**src/rtl/mem_pkg.sv**
```systemverilog
// Shared memory-path definitions: SPI SRAM opcodes, byte-mask codes, SPI FSM states.
// Latency: n/a (types, constants and pure functions only).
// Backpressure: n/a.
package mem_pkg;

  localparam logic [7:0] SPI_CMD_READ  = 8'h03;
  localparam logic [7:0] SPI_CMD_WRITE = 8'h02;

  // Byte-mask codes, identical to the controller's funct3[1:0] width field.
  localparam logic [1:0] MASK_BYTE = 2'b00;
  localparam logic [1:0] MASK_HALF = 2'b01;
  localparam logic [1:0] MASK_WORD = 2'b10;

  typedef enum logic [2:0] {
    IDLE,
    SETUP,
    HIGH,
    LOW,
    HOLD,
    DONE
  } spi_state_t;

  // Total sclk periods in a frame: 8 cmd + 24 addr + 8 per data byte.
  function automatic logic [6:0] frame_bits(input logic [1:0] mask);
    case (mask)
      MASK_BYTE: return 7'd40;
      MASK_HALF: return 7'd48;
      default:   return 7'd64;
    endcase
  endfunction

  // Left-justify the received bytes so the first byte lands in [31:24].
  function automatic logic [31:0] place_rx(input logic [1:0] mask, input logic [31:0] rx);
    case (mask)
      MASK_BYTE: return {rx[7:0], 24'h000000};
      MASK_HALF: return {rx[15:0], 16'h0000};
      default:   return rx;
    endcase
  endfunction

endpackage

```
**src/rtl/spi_clk_div.sv**
```systemverilog
// Reloadable down-counter that paces the SPI FSM; o_tick marks the last cycle of a phase.
// Latency: a load of V yields o_tick exactly V cycles later (V >= 1), counting the load cycle's successor as 1.
// Backpressure: none; the counter parks at zero with o_tick held until the next load.
module spi_clk_div (
  input  logic       i_clk,
  input  logic       i_reset,
  input  logic       i_load,
  input  logic [7:0] i_load_val,
  output logic       o_tick
);

  logic [7:0] r_cnt;

  // Reload on every phase change, otherwise count down and stop at zero.
  always_ff @(posedge i_clk) begin
    if (!i_reset) begin
      r_cnt <= 8'd0;
    end else if (i_load) begin
      r_cnt <= i_load_val - 8'd1;
    end else if (r_cnt != 8'd0) begin
      r_cnt <= r_cnt - 8'd1;
    end
  end

  assign o_tick = (r_cnt == 8'd0);

endmodule

```
**src/rtl/sram_spi_master.sv**
```systemverilog
// Serial-SRAM SPI master (mode 0, 24-bit address): one latched load/store becomes one READ/WRITE frame.
// Latency: busy the cycle after req is sampled low; busy lasts CLK_DIV + 2*CLK_DIV*N + CE_HOLD cycles (N = 40/48/64).
// Backpressure: req is a level; releasing it mid-frame aborts, holding it low after completion parks in DONE.
module sram_spi_master
  import mem_pkg::*;
#(
  parameter int CLK_DIV = 1,
  parameter int CE_HOLD = 1
) (
  input  logic        i_clk,
  input  logic        i_reset,
  input  logic        i_req,
  input  logic [23:0] i_addr,
  input  logic [1:0]  i_byte_mask,
  input  logic [31:0] i_data_in,
  input  logic        i_write,
  output logic [31:0] o_data_out,
  output logic        o_busy,
  output logic        o_valid,
  output logic        o_sclk,
  output logic        o_si,
  input  logic        i_so,
  output logic        o_ce
);

  localparam logic [7:0] DIV_VAL  = 8'(CLK_DIV);
  localparam logic [7:0] HOLD_VAL = 8'(CE_HOLD);

  spi_state_t r_state;
  spi_state_t w_state_nxt;

  logic [63:0] r_frame;
  logic [31:0] r_rx;
  logic [6:0]  r_bit_cnt;
  logic [1:0]  r_mask;
  logic        r_write;
  logic [31:0] r_data_out;

  logic       w_tick;
  logic       w_div_load;
  logic [7:0] w_div_val;
  logic       w_busy;
  logic       w_valid;
  logic       w_sclk;
  logic       w_ce;
  logic       w_si;
  logic       w_capture;
  logic       w_abort;
  logic       w_enter_high;
  logic       w_enter_low;
  logic       w_enter_hold;

  spi_clk_div u_clk_div (
    .i_clk      (i_clk),
    .i_reset    (i_reset),
    .i_load     (w_div_load),
    .i_load_val (w_div_val),
    .o_tick     (w_tick)
  );

  // State register.
  always_ff @(posedge i_clk) begin
    if (!i_reset) begin
      r_state <= IDLE;
    end else begin
      r_state <= w_state_nxt;
    end
  end

  // Next-state and pin decode; a high req in any active state aborts straight to IDLE.
  always_comb begin
    w_state_nxt = r_state;
    w_busy      = 1'b0;
    w_valid     = 1'b0;
    w_sclk      = 1'b0;
    w_ce        = 1'b1;
    w_si        = 1'b0;
    w_abort     = 1'b0;
    case (r_state)
      IDLE: begin
        if (!i_req) w_state_nxt = SETUP;
      end
      SETUP: begin
        w_busy = 1'b1;
        w_ce   = 1'b0;
        w_si   = r_frame[63];
        if (i_req)       begin w_state_nxt = IDLE; w_abort = 1'b1; end
        else if (w_tick) w_state_nxt = HIGH;
      end
      HIGH: begin
        w_busy = 1'b1;
        w_ce   = 1'b0;
        w_sclk = 1'b1;
        w_si   = r_frame[63];
        if (i_req)       begin w_state_nxt = IDLE; w_abort = 1'b1; end
        else if (w_tick) w_state_nxt = LOW;
      end
      LOW: begin
        w_busy = 1'b1;
        w_ce   = 1'b0;
        w_si   = r_frame[63];
        if (i_req)       begin w_state_nxt = IDLE; w_abort = 1'b1; end
        else if (w_tick) w_state_nxt = (r_bit_cnt == 7'd0) ? HOLD : HIGH;
      end
      HOLD: begin
        w_busy = 1'b1;
        if (i_req)       begin w_state_nxt = IDLE; w_abort = 1'b1; end
        else if (w_tick) w_state_nxt = DONE;
      end
      DONE: begin
        w_valid = 1'b1;
        if (i_req) w_state_nxt = IDLE;
      end
      default: w_state_nxt = IDLE;
    endcase
  end

  // Every phase change restarts the divider; only HOLD uses the chip-select hold count.
  assign w_div_load   = (w_state_nxt != r_state);
  assign w_div_val    = (w_state_nxt == HOLD) ? HOLD_VAL : DIV_VAL;
  assign w_capture    = (r_state == IDLE) && !i_req;
  assign w_enter_high = (r_state != HIGH) && (w_state_nxt == HIGH);
  assign w_enter_low  = (r_state == HIGH) && (w_state_nxt == LOW);
  assign w_enter_hold = (r_state == LOW)  && (w_state_nxt == HOLD);

  // Frame/receive datapath: latch request, shift on sclk phases, publish read data only at frame end.
  always_ff @(posedge i_clk) begin
    if (!i_reset) begin
      r_frame    <= 64'h0;
      r_rx       <= 32'h0;
      r_bit_cnt  <= 7'd0;
      r_mask     <= MASK_BYTE;
      r_write    <= 1'b0;
      r_data_out <= 32'h0;
    end else begin
      if (w_capture) begin
        r_frame    <= {(i_write ? SPI_CMD_WRITE : SPI_CMD_READ), i_addr, i_data_in};
        r_bit_cnt  <= frame_bits(i_byte_mask);
        r_mask     <= i_byte_mask;
        r_write    <= i_write;
        r_data_out <= 32'h0;
        r_rx       <= 32'h0;
      end
      // Every bit is shifted in; command/address-phase bits fall off the top before the frame ends.
      if (w_enter_high) begin
        r_rx <= {r_rx[30:0], i_so};
      end
      if (w_enter_low) begin
        r_frame   <= {r_frame[62:0], 1'b0};
        r_bit_cnt <= r_bit_cnt - 7'd1;
      end
      if (w_enter_hold && !r_write) begin
        r_data_out <= place_rx(r_mask, r_rx);
      end
      if (w_abort) begin
        r_data_out <= 32'h0;
      end
    end
  end

  assign o_data_out = r_data_out;
  assign o_busy     = w_busy;
  assign o_valid    = w_valid;
  assign o_sclk     = w_sclk;
  assign o_si       = w_si;
  assign o_ce       = w_ce;

endmodule

```
**config.mk**
```make
export PLATFORM = sky130hd
export DESIGN_NAME = sram_spi_master
export DESIGN_NICKNAME = d
export VERILOG_FILES = /design/src/rtl/mem_pkg.sv /design/src/rtl/spi_clk_div.sv /design/src/rtl/sram_spi_master.sv
export SDC_FILE = /design/constraint.sdc
export NUM_CORES = 1
export LEC_CHECK = 0
export CAP_MARGIN = 40
export CORE_ASPECT_RATIO = 0.5
export CORE_MARGIN = 2
export CORE_UTILIZATION = 23
export DETAILED_ROUTE_END_ITERATION = 6
export DONT_BUFFER_PORTS = 1
export SLEW_MARGIN = 10
export SYNTH_ARGS = -nofsm -noshare
export SYNTH_HDL_FRONTEND = slang
export SYNTH_SLANG_ARGS = --single-unit
```
**constraint.sdc**
```tcl
create_clock -name i_clk -period 1.89 [get_ports i_clk]
set_input_delay 0.2835 -clock i_clk [delete_from_list [all_inputs] [get_ports i_clk]]
set_output_delay 0.2835 -clock i_clk [all_outputs]
set_load 0.02 [all_outputs]
```
==> results of run 1 <==
==> cell families after synthesis <==
kind of cell / share of synthesized area, %
AND/OR/NAND/NOR: 21.2
AO/OA/AOI/OAI: 15.4
flip-flops: 45.3
buffers and inverters: 5.34
multiplexers: 11.2
XOR/XNOR: 0.931
adder cells (fa/ha/maj): 0.570
==> worst max-delay path, delay by kind of cell, from the launching register on <==
family	cells	cell delay, ns
DFF	1	0.33
and+or+nand+nor	3	1.03
buffers and inverters	1	0.08
muxes	1	0.24
adders and majority gates	1	0.13
==> report_power, final <==
| group | internal, uW | switching (uW) |
|---|---|---|
| Sequential | 3330 | 143 |
| Combinational | 713 | 954 |
| Clock | 2140 | 1400 |
| Total | 6180 | 2500 |
==> layer usage <==
layer,share of wire (%),track usage [%]
met2,49,19.1
met3,5.1,3.53
met4,1.3,3.99
met1,44,14.7
met5,0,0
==> state kept, by name (all words and copies together) (netlist names) <==
name	count
r_write	1
o_data_out	32
r_mask	2
r_rx	32
r_frame	64
u_clk_div.r_cnt	8
r_bit_cnt	7
r_state	3
==> cell type report <==
type / instances / area share, %
clock buffers: 19 / 5.61
clock inverters: 11 / 1.89
flip-flops and latches: 149 / 37.0
inverters: 9 / 0.450
well taps: 382 / 5.92
repair buffers: 57 / 7.77
multi-input cells: 526 / 41.3
==> metrics by stage <==
step                      hold WS (ns)  cell area, sq um  utilization, %
after floorplan                  0.419              6610               -
after global routing           0.00635              8070            28.9
final                           0.0239              8070            28.9
after global placement           0.413              7190            25.7
after detailed placement         0.428              7190            25.7
after CTS                      0.00103              7860            28.2
==> cell usage in the layout, fill, tap and decap left out, drive strengths merged, types with 8 or more instances in the layout <==
master and instances:
inv 10, clkbuf 23, nor3 11, mux2i 74, a22oi 55, o21ai 10
nor2 21, a21oi 68, a22o 8, nand2 93, buf 46, nand3 130
dfxtp 149
==> how the worst min path moves through the flow <==
stage / start / end / slack (ns) / cells past startpoint
after floorplan: i_write / r_write$_SDFFE_PN0P_ / 0.42 / 2
after global routing: i_reset / r_rx[0]$_SDFFE_PN0P_ / 0.006 / 2
final: i_reset / r_rx[31]$_SDFFE_PN0P_ / 0.02 / 2
after detailed placement: i_reset / r_bit_cnt[1]$_SDFFE_PN0P_ / 0.43 / 1
after CTS: i_reset / r_rx[31]$_SDFFE_PN0P_ / 0.001 / 2
after global placement: i_reset / r_bit_cnt[1]$_SDFFE_PN0P_ / 0.41 / 1
==> what timing repair did <==
action	in CTS	in global routing
gates cloned	0	4
buffers inserted	0	7
endpoints found under the hold margin	16	1
gates resized for setup	3	14
pin swaps	0	3
endpoints found under the setup margin	5	109
hold buffers	6	1
==> out/summary.txt, run 1 <==
CELLS AND AREA
--------------------------------------------------------------------------------------
FF+latch area                                                               2990 sq um
Multi-input combinational cell area                                         3340 sq um
Number of nets in the finished design                                              826
Antenna Cells                                                                        0
Synthesis-to-finish area growth                                                  22.5%
Ratio of cells with drive above 1 in the final layout                            14.0%
Count of fill cells added during filler insertion                                2,886
Count of non-filler cells in the finished layout                                 1,153

SYNTH
--------------------------------------------------------------------------------------
Cell with the most instances after synthesis                                   dfxtp_1
Number of flip-flops and latches in the synthesized netlist                        149
Post-synth top area cell                                                       dfxtp_1
Number of instances in the synthesized netlist                                     757
Dominant cells by area after synthesis                                    dfxtp_1, mux2i_1, nand3_1
Post-synthesis cell type count                                                      50
EDFF count, synth                                                                    0
Sequential cell area fraction in the yosys report                                45.3%
Synthesized area per cell                                                   8.70 sq um
Syn Std Cell Area                                                           6590 sq um
Count of warnings emitted by yosys                                                   0
Top cell type's share of synthesized area                                        45.3%
Most frequently used flop master after synthesis                               dfxtp_1
Post-Syn Nets                                                                      823
Most numerous cell types in the synthesized netlist                       dfxtp_1, nand3_1, nand2_1
Fraction of registers with async set/reset                                          0%

PWR
--------------------------------------------------------------------------------------
Leakage power                                                               0.00294 uW
Power per cell area                                                       1080 nW/um^2
Max rail drop VDD                                                               572 uV
Pwr Total                                                                      8690 uW

CLOCK TREE
--------------------------------------------------------------------------------------
Total number of clock tree sinks                                                   149
CTS max path bufs                                                                    2
Clock tree from TritonCTS                                                         done
Clock Tree Root                                                              clkbuf_16
Cts bufs inserted                                                                   17
Insertion delay to the later sink of the worst-skew pair                       0.43 ns
Clock slew at the register clock pins of the worst setup and hold paths        0.07 ns
Number of levels in the clock H-tree                                                 4

STA
--------------------------------------------------------------------------------------
Slack of the critical path                                                  -0.0174 ns
Final count of pins violating max slew                                               0
Shortest period the worst path allows                                          1.91 ns
Clock skew after layout                                                      0.0127 ns
Total Neg Setup Slack                                                       -0.0209 ns
Total of endpoints with negative setup slack in the final report                     2
Final count of hold timing violations                                                0
Slew at the pin closest to its max-slew limit                                 0.624 ns
Final critical-path share of the clock period                                     101%
FMAX                                                                           524 MHz
RSZ-0062 raised after global routing                                              true
Relative max-transition margin                                                   58.3%

GLOBAL ROUTE
--------------------------------------------------------------------------------------
Global Route Usage Sum                                                           11.7%
Global-route wire length before repair                                    27,900 microns
Via count of the first global-routing pass                                       5,134
Antenna violations before repair                                                     0
Maximum number of pins on one net before global-route repair                        55
Leftover overflow at the end of global routing                                       0

WORST HOLD PATH
--------------------------------------------------------------------------------------
Classification of the worst-slack hold path                               primary input to flop

FLOORPLAN
--------------------------------------------------------------------------------------
Total Die Area                                                            30,100 sq um
Boundary pin count                                                                 100
Row cnt                                                                             43
Area of the core                                                          27,900 sq um
Effective utilization at floorplan                                               23.6%
Die Span Y                                                                 124 microns
Chip width                                                                 243 microns

WORST SETUP PATH
--------------------------------------------------------------------------------------
Launch point of the worst path                                            u_clk_div.r_cnt[1]$_SDFFE_PP0P_
Worst flop-to-flop path startpoint                                        u_clk_div.r_cnt[1]$_SDFFE_PP0P_
Largest stage delay on the critical path                                       0.67 ns
Chain of cells forming the critical path                                  inv_2 -> ha_4 -> nor3b_4 -> nand4b_4 -> or4_4 -> mux2i_1
Maximum fanout encountered on the critical timing path                              16
Capturing element of the worst setup path                                 o_data_out[17]$_SDFFE_PP0P_
Required time of the critical path                                             2.24 ns
Startpoint Class                                                                  flop
R2R cell count                                                                       6
Worst setup slack for register-to-register paths                              -0.02 ns
Critical Path Sink Type                                                           flop
Crit path arrival time                                                         2.26 ns
Endpoint of the worst-slack reg-to-reg timing path                        o_data_out[17]$_SDFFE_PP0P_
CP max stage cell                                                                or4_4
Worst setup path category                                                 flop to flop

DETAILED ROUTING
--------------------------------------------------------------------------------------
DRC violations left                                                                  0
Number of vias per cell                                                           4.95
Total wire length after detailed routing                                  18,500 microns
Total number of vias                                                             5,706
DRT iter0 DRCs                                                                     565
Wirelength per Cell                                                       16.0 microns
Remaining antenna violation count after routing                                      0
Number of detailed-routing iterations run before antenna repair                      5

PLACE
--------------------------------------------------------------------------------------
Setup slack at placement                                                    0.00503 ns
RD Place Congestion                                                              0.834
Number of placed instances, taps included                                        1,105
Half-perimeter wire length after detailed placement                       11,500 microns
Buffers added on ports                                                               0

STATUS
--------------------------------------------------------------------------------------
Violated checks                                                           negative setup slack
Status                                                                    complete, but fails checks

RUN
--------------------------------------------------------------------------------------
Max-cap violations                                                                   0

Note: power is estimated with default switching activity, not from simulation.
==> inputs of run 2 (changes only) <==
--- a/config.mk
+++ b/config.mk
@@ -8,9 +8,10 @@
 export CAP_MARGIN = 40
 export CORE_ASPECT_RATIO = 0.5
 export CORE_MARGIN = 2
-export CORE_UTILIZATION = 23
+export CORE_UTILIZATION = 57
 export DETAILED_ROUTE_END_ITERATION = 6
 export DONT_BUFFER_PORTS = 1
+export PLACE_DENSITY = 0.75
 export SLEW_MARGIN = 10
 export SYNTH_ARGS = -nofsm -noshare
 export SYNTH_HDL_FRONTEND = slang
==> out/summary.txt, run 2 (synthesized netlist as in run 1, its figures left out) <==
DETAILED ROUTING
--------------------------------------------------------------------------------------
Total wire length after detailed routing                                  16,700 microns   -9.4%
Wirelength per Cell                                                       18.4 microns   +15%
Remaining antenna violation count after routing                                      0   unchanged
DRC violations left                                                                  0   unchanged
Total number of vias                                                             5,676   -0.53%
Number of detailed-routing iterations run before antenna repair                      5   unchanged
DRT iter0 DRCs                                                                     431   -24%
Number of vias per cell                                                           6.24   +26%

STA
--------------------------------------------------------------------------------------
FMAX                                                                           515 MHz   -1.7%
Total of endpoints with negative setup slack in the final report                    46   +44
Final hold slack                                                             0.0220 ns   -0.00189 ns
RSZ-0062 raised after global routing                                              true
Clock skew after layout                                                      0.0119 ns   -0.000787 ns
Slack of the critical path                                                  -0.0508 ns   -0.0334 ns
Final count of hold timing violations                                                0   unchanged
Shortest period the worst path allows                                          1.94 ns   +0.0334 ns
Slew at the pin closest to its max-slew limit                                 0.603 ns   -0.0209 ns
Final count of pins violating max slew                                               0   unchanged
Relative max-transition margin                                                   59.7%   +1.4 points
Final critical-path share of the clock period                                     103%   +1.8 points

CLOCK TREE
--------------------------------------------------------------------------------------
Insertion delay to the later sink of the worst-skew pair                       0.42 ns   about the same
Total number of clock tree sinks                                                   149   unchanged
Cts bufs inserted                                                                   17   unchanged
CTS max path bufs                                                                    2   unchanged
Clock slew at the register clock pins of the worst setup and hold paths        0.07 ns   about the same
Clock Tree Root                                                              clkbuf_16
Clock tree from TritonCTS                                                         done
Number of levels in the clock H-tree                                                 4   unchanged

CELLS AND AREA
--------------------------------------------------------------------------------------
Max reg flops                                                                       64   unchanged
Commonest cells after routing, fill and taps aside                        dfxtp_1, nand3_1, nand2_1
Synthesis-to-finish area growth                                                  18.2%
Most common library cell in the layout ignoring fill and taps                  dfxtp_1
Top register by number of flip-flops                                           r_frame
Antenna Cells                                                                        0   unchanged
Count of non-filler cells in the finished layout                                   909   -21%
Ratio of cells with drive above 1 in the final layout                            13.5%   -0.53 points
Number of nets in the finished design                                              818   -0.97%

WORST SETUP PATH
--------------------------------------------------------------------------------------
Critical Path Sink Type                                                           flop
Worst setup path category                                                 flop to flop
Launch point of the worst path                                            r_bit_cnt[0]$_SDFFE_PN0P_
Capturing element of the worst setup path                                 r_rx[6]$_SDFFE_PN0P_
Required time of the critical path                                             2.23 ns   about the same
Startpoint Class                                                                  flop
Endpoint of the worst-slack reg-to-reg timing path                        r_rx[6]$_SDFFE_PN0P_
Worst setup slack for register-to-register paths                              -0.05 ns   -0.03 ns
Worst flop-to-flop path startpoint                                        r_bit_cnt[0]$_SDFFE_PN0P_
Maximum fanout encountered on the critical timing path                               8   -8
R2R cell count                                                                       9   +3
Crit path arrival time                                                         2.28 ns   +0.02 ns

RUN
--------------------------------------------------------------------------------------
Max-cap violations                                                                   0   unchanged

WORST HOLD PATH
--------------------------------------------------------------------------------------
Classification of the worst-slack hold path                               primary input to flop

STATUS
--------------------------------------------------------------------------------------
Violated checks                                                           negative setup slack
Status                                                                    complete, but fails checks

GLOBAL ROUTE
--------------------------------------------------------------------------------------
Antenna violations before repair                                                     0   unchanged
Via count of the first global-routing pass                                       5,205   +1.4%
Global-route wire length before repair                                    25,300 microns   -9.4%
Maximum number of pins on one net before global-route repair                        74   +35%
Leftover overflow at the end of global routing                                       0   unchanged
Global Route Usage Sum                                                           25.6%   +14 points

PLACE
--------------------------------------------------------------------------------------
RD Place Congestion                                                              0.771   -7.5%
Setup slack at placement                                                    -0.0139 ns   -0.0189 ns
Buffers added on ports                                                               0   unchanged
Half-perimeter wire length after detailed placement                       9390 microns   -18%
Number of placed instances, taps included                                          859   -22%

PWR
--------------------------------------------------------------------------------------
Leakage power                                                               0.00295 uW   +0.38%
Max rail drop VDD                                                               588 uV   +2.9%
Power per cell area                                                       1130 nW/um^2   +5.3%

FLOORPLAN
--------------------------------------------------------------------------------------
Row cnt                                                                             27   -37%
Boundary pin count                                                                 100   unchanged
Total Die Area                                                            12,500 sq um   -59%
Die Span Y                                                                80.0 microns   -35%
Effective utilization at floorplan                                               59.3%   +36 points
Chip width                                                                 156 microns   -36%
Area of the core                                                          11,100 sq um   -60%

run 2: cell count changes in the layout (fill, tap and decap cells not counted), moves of 2 or more:
cell	before	now
mux2i_2	2	0
buf_4	35	25
dfxtp_2	3	5
mux2i_1	72	74
dlygate4sd3_1	7	3
buf_6	3	5
inv_6	0	2
dfxtp_1	146	144
run 2: worst min-delay path by stage:
stage	from	endpoint	slack, ns	depth (start not counted)
detailed placement	i_reset	r_bit_cnt[1]$_SDFFE_PN0P_	0.42	1
global route	i_byte_mask[0]	r_mask[0]$_SDFFE_PN0P_	0.01	2
floorplan	i_write	r_write$_SDFFE_PN0P_	0.42	2
finish	i_byte_mask[0]	r_mask[0]$_SDFFE_PN0P_	0.02	2
CTS	i_byte_mask[0]	r_mask[0]$_SDFFE_PN0P_	0.009	2
global placement	i_reset	r_bit_cnt[1]$_SDFFE_PN0P_	0.41	1
run 2: where the power goes:
part / switching [uW] / total, uW / internal, uW
Sequential: 150 / 3480 / 3330
Clock: 1360 / 3600 / 2240
Combinational: 963 / 1750 / 787
run 2: cell type report:
class	instances	area [sq um]
inverter	9	36.3
clock buffer	19	443
timing repair buffer	48	607
sequential	149	2990
tap	145	181
clock inverter	12	178
multi-input combinational	527	3350
fill	870	3330
run 2: per-stage QoR:
| step | total power (uW) | TNS (ns) | utilization, % | area, sq um |
|---|---|---|---|---|
| floorplan | 4640 | -2.67 | - | 6610 |
| global placement | 4980 | 0 | 61.5 | 6840 |
| finish | 8830 | -1.05 | 70.1 | 7790 |
| global route | 9170 | -3.75 | 70.1 | 7790 |
| detailed placement | 5020 | -0.125 | 61.5 | 6840 |
| CTS | 8720 | 0 | 68.3 | 7590 |
run 2: critical path: stages, from the launching register on:
cell and delay (ns):
dfxtp_2 0.33, inv_2 0.07, ha_4 0.15, nor4b_4 0.26, nand3_2 0.20, buf_6 0.19, nand4_1 0.16, buf_6 0.15
clkbuf_16 0.17, mux2i_1 0.19
run 2: metal layers:
layer  routed length (microns)  vias up  track usage, %
li1                          -     2731               -
met1                      7280     2739            32.1
met2                      8020      181            41.9
met3                      1170       25            9.17
met4                       253        0            7.25
met5                         0        -               0
run 2: repair_timing:
item	in CTS	in global routing
endpoints found under the hold margin	3	0
hold buffers	3	0
endpoints found under the setup margin	32	114
resized for setup	5	16
cloned	1	6
buffers inserted	6	3
pin swaps	4	7
==> inputs of run 3 (changes only) <==
--- a/config.mk
+++ b/config.mk
@@ -8,10 +8,11 @@
 export CAP_MARGIN = 40
 export CORE_ASPECT_RATIO = 0.5
 export CORE_MARGIN = 2
-export CORE_UTILIZATION = 57
+export CORE_UTILIZATION = 68
 export DETAILED_ROUTE_END_ITERATION = 6
 export DONT_BUFFER_PORTS = 1
-export PLACE_DENSITY = 0.75
+export PLACE_DENSITY = 0.84
+export SETUP_SLACK_MARGIN = 0.15
 export SLEW_MARGIN = 10
 export SYNTH_ARGS = -nofsm -noshare
 export SYNTH_HDL_FRONTEND = slang
==> constraint.sdc (replaced) <==
create_clock -name i_clk -period 2.3 [get_ports i_clk]
set_input_delay 0.345 -clock i_clk [delete_from_list [all_inputs] [get_ports i_clk]]
set_output_delay 0.345 -clock i_clk [all_outputs]
set_load 0.02 [all_outputs]
==> out/summary.txt, run 3 (synthesized netlist as in run 1, its figures left out) <==
CLOCK TREE
--------------------------------------------------------------------------------------
Number of levels in the clock H-tree                                                 4   unchanged
Clock slew at the register clock pins of the worst setup and hold paths        0.06 ns   about the same
Total number of clock tree sinks                                                   149   unchanged
Insertion delay to the later sink of the worst-skew pair                       0.43 ns   about the same
CTS max path bufs                                                                    2   unchanged
Clock Tree Root                                                              clkbuf_16
Cts bufs inserted                                                                   17   unchanged
Clock tree from TritonCTS                                                         done

GLOBAL ROUTE
--------------------------------------------------------------------------------------
Antenna violations before repair                                                     0   unchanged
Leftover overflow at the end of global routing                                       0   unchanged
Global-route wire length before repair                                    23,900 microns   -5.2%
Maximum number of pins on one net before global-route repair                        74   unchanged
Global Route Usage Sum                                                           28.7%   +3.1 points
Via count of the first global-routing pass                                       4,994   -4.1%

WORST SETUP PATH
--------------------------------------------------------------------------------------
Worst flop-to-flop path startpoint                                        r_bit_cnt[0]$_SDFFE_PN0P_
Required time of the critical path                                             2.60 ns   +0.37 ns
Worst setup slack for register-to-register paths                               0.27 ns   +0.32 ns
Worst setup path category                                                 flop to flop
Largest delay contributor family on the critical path                     simple AND/OR/NAND/NOR gates
Number of buffers and inverters on the critical path                                 1   -3
Chain of cells forming the critical path                                  inv_1 -> ha_1 -> nor4b_4 -> nand3_2 -> or4_4 -> mux2i_1
Largest stage delay on the critical path                                       0.62 ns   +0.29 ns
Startpoint Class                                                                  flop
Critical Path Sink Type                                                           flop
Crit path arrival time                                                         2.33 ns   +0.05 ns
Maximum fanout encountered on the critical timing path                              16   +8
CP max stage cell                                                                or4_4
Endpoint of the worst-slack reg-to-reg timing path                        o_data_out[21]$_SDFFE_PP0P_
R2R cell count                                                                       6   -3

STA
--------------------------------------------------------------------------------------
Final count of pins violating max slew                                               0   unchanged
Slew at the pin closest to its max-slew limit                                 0.596 ns   -0.00701 ns
RSZ-0062 raised after global routing                                             false
FMAX                                                                           492 MHz   -4.5%
Clock skew after layout                                                      0.0117 ns   -0.000207 ns
Slack of the critical path                                                    0.268 ns   +0.319 ns
Final count of hold timing violations                                                0   unchanged
Total Neg Setup Slack                                                             0 ns   +1.05 ns
Shortest period the worst path allows                                          2.03 ns   +0.0913 ns
Final critical-path share of the clock period                                    88.4%   -14 points
Total of endpoints with negative setup slack in the final report                     0   -100%
Relative max-transition margin                                                   60.2%   +0.47 points

FLOORPLAN
--------------------------------------------------------------------------------------
Chip width                                                                 143 microns   -8.2%
Die Span Y                                                                73.6 microns   -8.0%
Total Die Area                                                            10,500 sq um   -16%
Area of the core                                                            9420 sq um   -15%
Boundary pin count                                                                 100   unchanged
Row cnt                                                                             25   -7.4%
Effective utilization at floorplan                                               70.0%   +11 points

PWR
--------------------------------------------------------------------------------------
Pwr Total                                                                      6920 uW   -22%
Power per cell area                                                        944 nW/um^2   -17%
Leakage power                                                               0.00273 uW   -7.6%
Max rail drop VDD                                                               639 uV   +8.6%

CELLS AND AREA
--------------------------------------------------------------------------------------
Max reg flops                                                                       64   unchanged
FF+latch area                                                               2990 sq um   -0.13%
Antenna Cells                                                                        0   unchanged
Top register by number of flip-flops                                           r_frame
Layout Cell Area excl Fill                                                  7330 sq um   -5.9%
Multi-input combinational cell area                                         3300 sq um   -1.7%
Synthesis-to-finish area growth                                                  11.2%
Number of nets in the finished design                                              790   -3.4%
Count of fill cells added during filler insertion                                  654   -25%
Most common library cell in the layout ignoring fill and taps                  dfxtp_1
Commonest cells after routing, fill and taps aside                        dfxtp_1, nand3_1, nand2_1
Ratio of cells with drive above 1 in the final layout                            9.23%   -4.3 points

WORST HOLD PATH
--------------------------------------------------------------------------------------
Startpoint of the most critical hold path                                      i_reset
Hold endpoint                                                             r_bit_cnt[1]$_SDFFE_PN0P_
Depth of the worst hold-timing path                                                  1   -1
Classification of the worst-slack hold path                               primary input to flop

PLACE
--------------------------------------------------------------------------------------
Setup slack at placement                                                      0.253 ns   +0.266 ns
Instance area after placement                                               6670 sq um   -2.4%
Buffers added on ports                                                               0   unchanged
RD Place Congestion                                                              0.842   +9.1%
Half-perimeter wire length after detailed placement                       9060 microns   -3.5%

DETAILED ROUTING
--------------------------------------------------------------------------------------
Number of detailed-routing iterations run before antenna repair                      5   unchanged
Wirelength per Cell                                                       17.2 microns   -6.3%
Remaining antenna violation count after routing                                      0   unchanged
Total number of vias                                                             5,535   -2.5%
DRC violations left                                                                  0   unchanged
DRT iter0 DRCs                                                                     465   +7.9%
Number of vias per cell                                                           6.35   +1.7%
Total wire length after detailed routing                                  15,000 microns   -10%

STATUS
--------------------------------------------------------------------------------------
Status                                                                    finished, final reports clean

RUN
--------------------------------------------------------------------------------------
Max-cap violations                                                                   0   unchanged

-- run 3: cell type report --
| cell class | count | area share (%) |
|---|---|---|
| Timing Repair Buffer | 21 | 3.12 |
| Clock inverter | 13 | 2.36 |
| Tap cell | 135 | 2.30 |
| Sequential cell | 149 | 40.7 |
| Clock buffer | 19 | 6.04 |
| Multi-Input combinational cell | 526 | 45.0 |
| Inverter | 9 | 0.461 |
-- run 3: worst max path at each step --
stage	startpoint	endpoint	cells past startpoint
after floorplan	u_clk_div.r_cnt[0]$_SDFFE_PP0P_	o_data_out[23]$_SDFFE_PP0P_	8
after global placement	r_bit_cnt[0]$_SDFFE_PN0P_	o_data_out[25]$_SDFFE_PP0P_	6
after detailed placement	r_bit_cnt[0]$_SDFFE_PN0P_	o_data_out[22]$_SDFFE_PP0P_	6
after CTS	r_state[0]$_SDFF_PN0_	o_si	2
after global routing	u_clk_div.r_cnt[0]$_SDFFE_PP0P_	r_frame[36]$_SDFFE_PN0P_	8
final	r_bit_cnt[0]$_SDFFE_PN0P_	o_data_out[21]$_SDFFE_PP0P_	6
-- run 3: per-layer routing --
metal  global-route usage [%]  wire [microns]  vias up
met2                     47.0            7340      172
li1                         -               -     2667
met1                     35.5            6380     2672
met3                     10.7            1080       24
met4                     9.57             225        0
met5                        0               0        -
-- run 3: what timing repair did --
action	4_1_cts	5_1_grt
hold endpoints to repair	0	0
setup buffers	0	0
hold buffers	0	0
endpoints found under the setup margin	0	85
resized for setup	0	4
-- run 3: metrics by stage --
stage / instances / utilization [%] / hold WS [ns]
after floorplan: 757 / - / 0.432
after global placement: 839 / 70.9 / 0.444
after detailed placement: 839 / 70.9 / 0.444
after CTS: 871 / 77.4 / 0.0357
after global routing: 872 / 77.8 / 0.0393
final: 872 / 77.8 / 0.0537
-- run 3: report_power, final --
part	leakage, uW	switching, uW	internal (uW)	total [uW]
registers	0.00121	139	2740	2870
clock network	0.000292	1130	1750	2880
logic	0.00122	704	455	1160
-- run 3: worst reg2reg max path: stages (launching register included) --
cell	delay, ns
dfxtp_1	0.33
inv_1	0.07
ha_1	0.20
nor4b_4	0.29
nand3_2	0.22
or4_4	0.62
mux2i_1	0.18
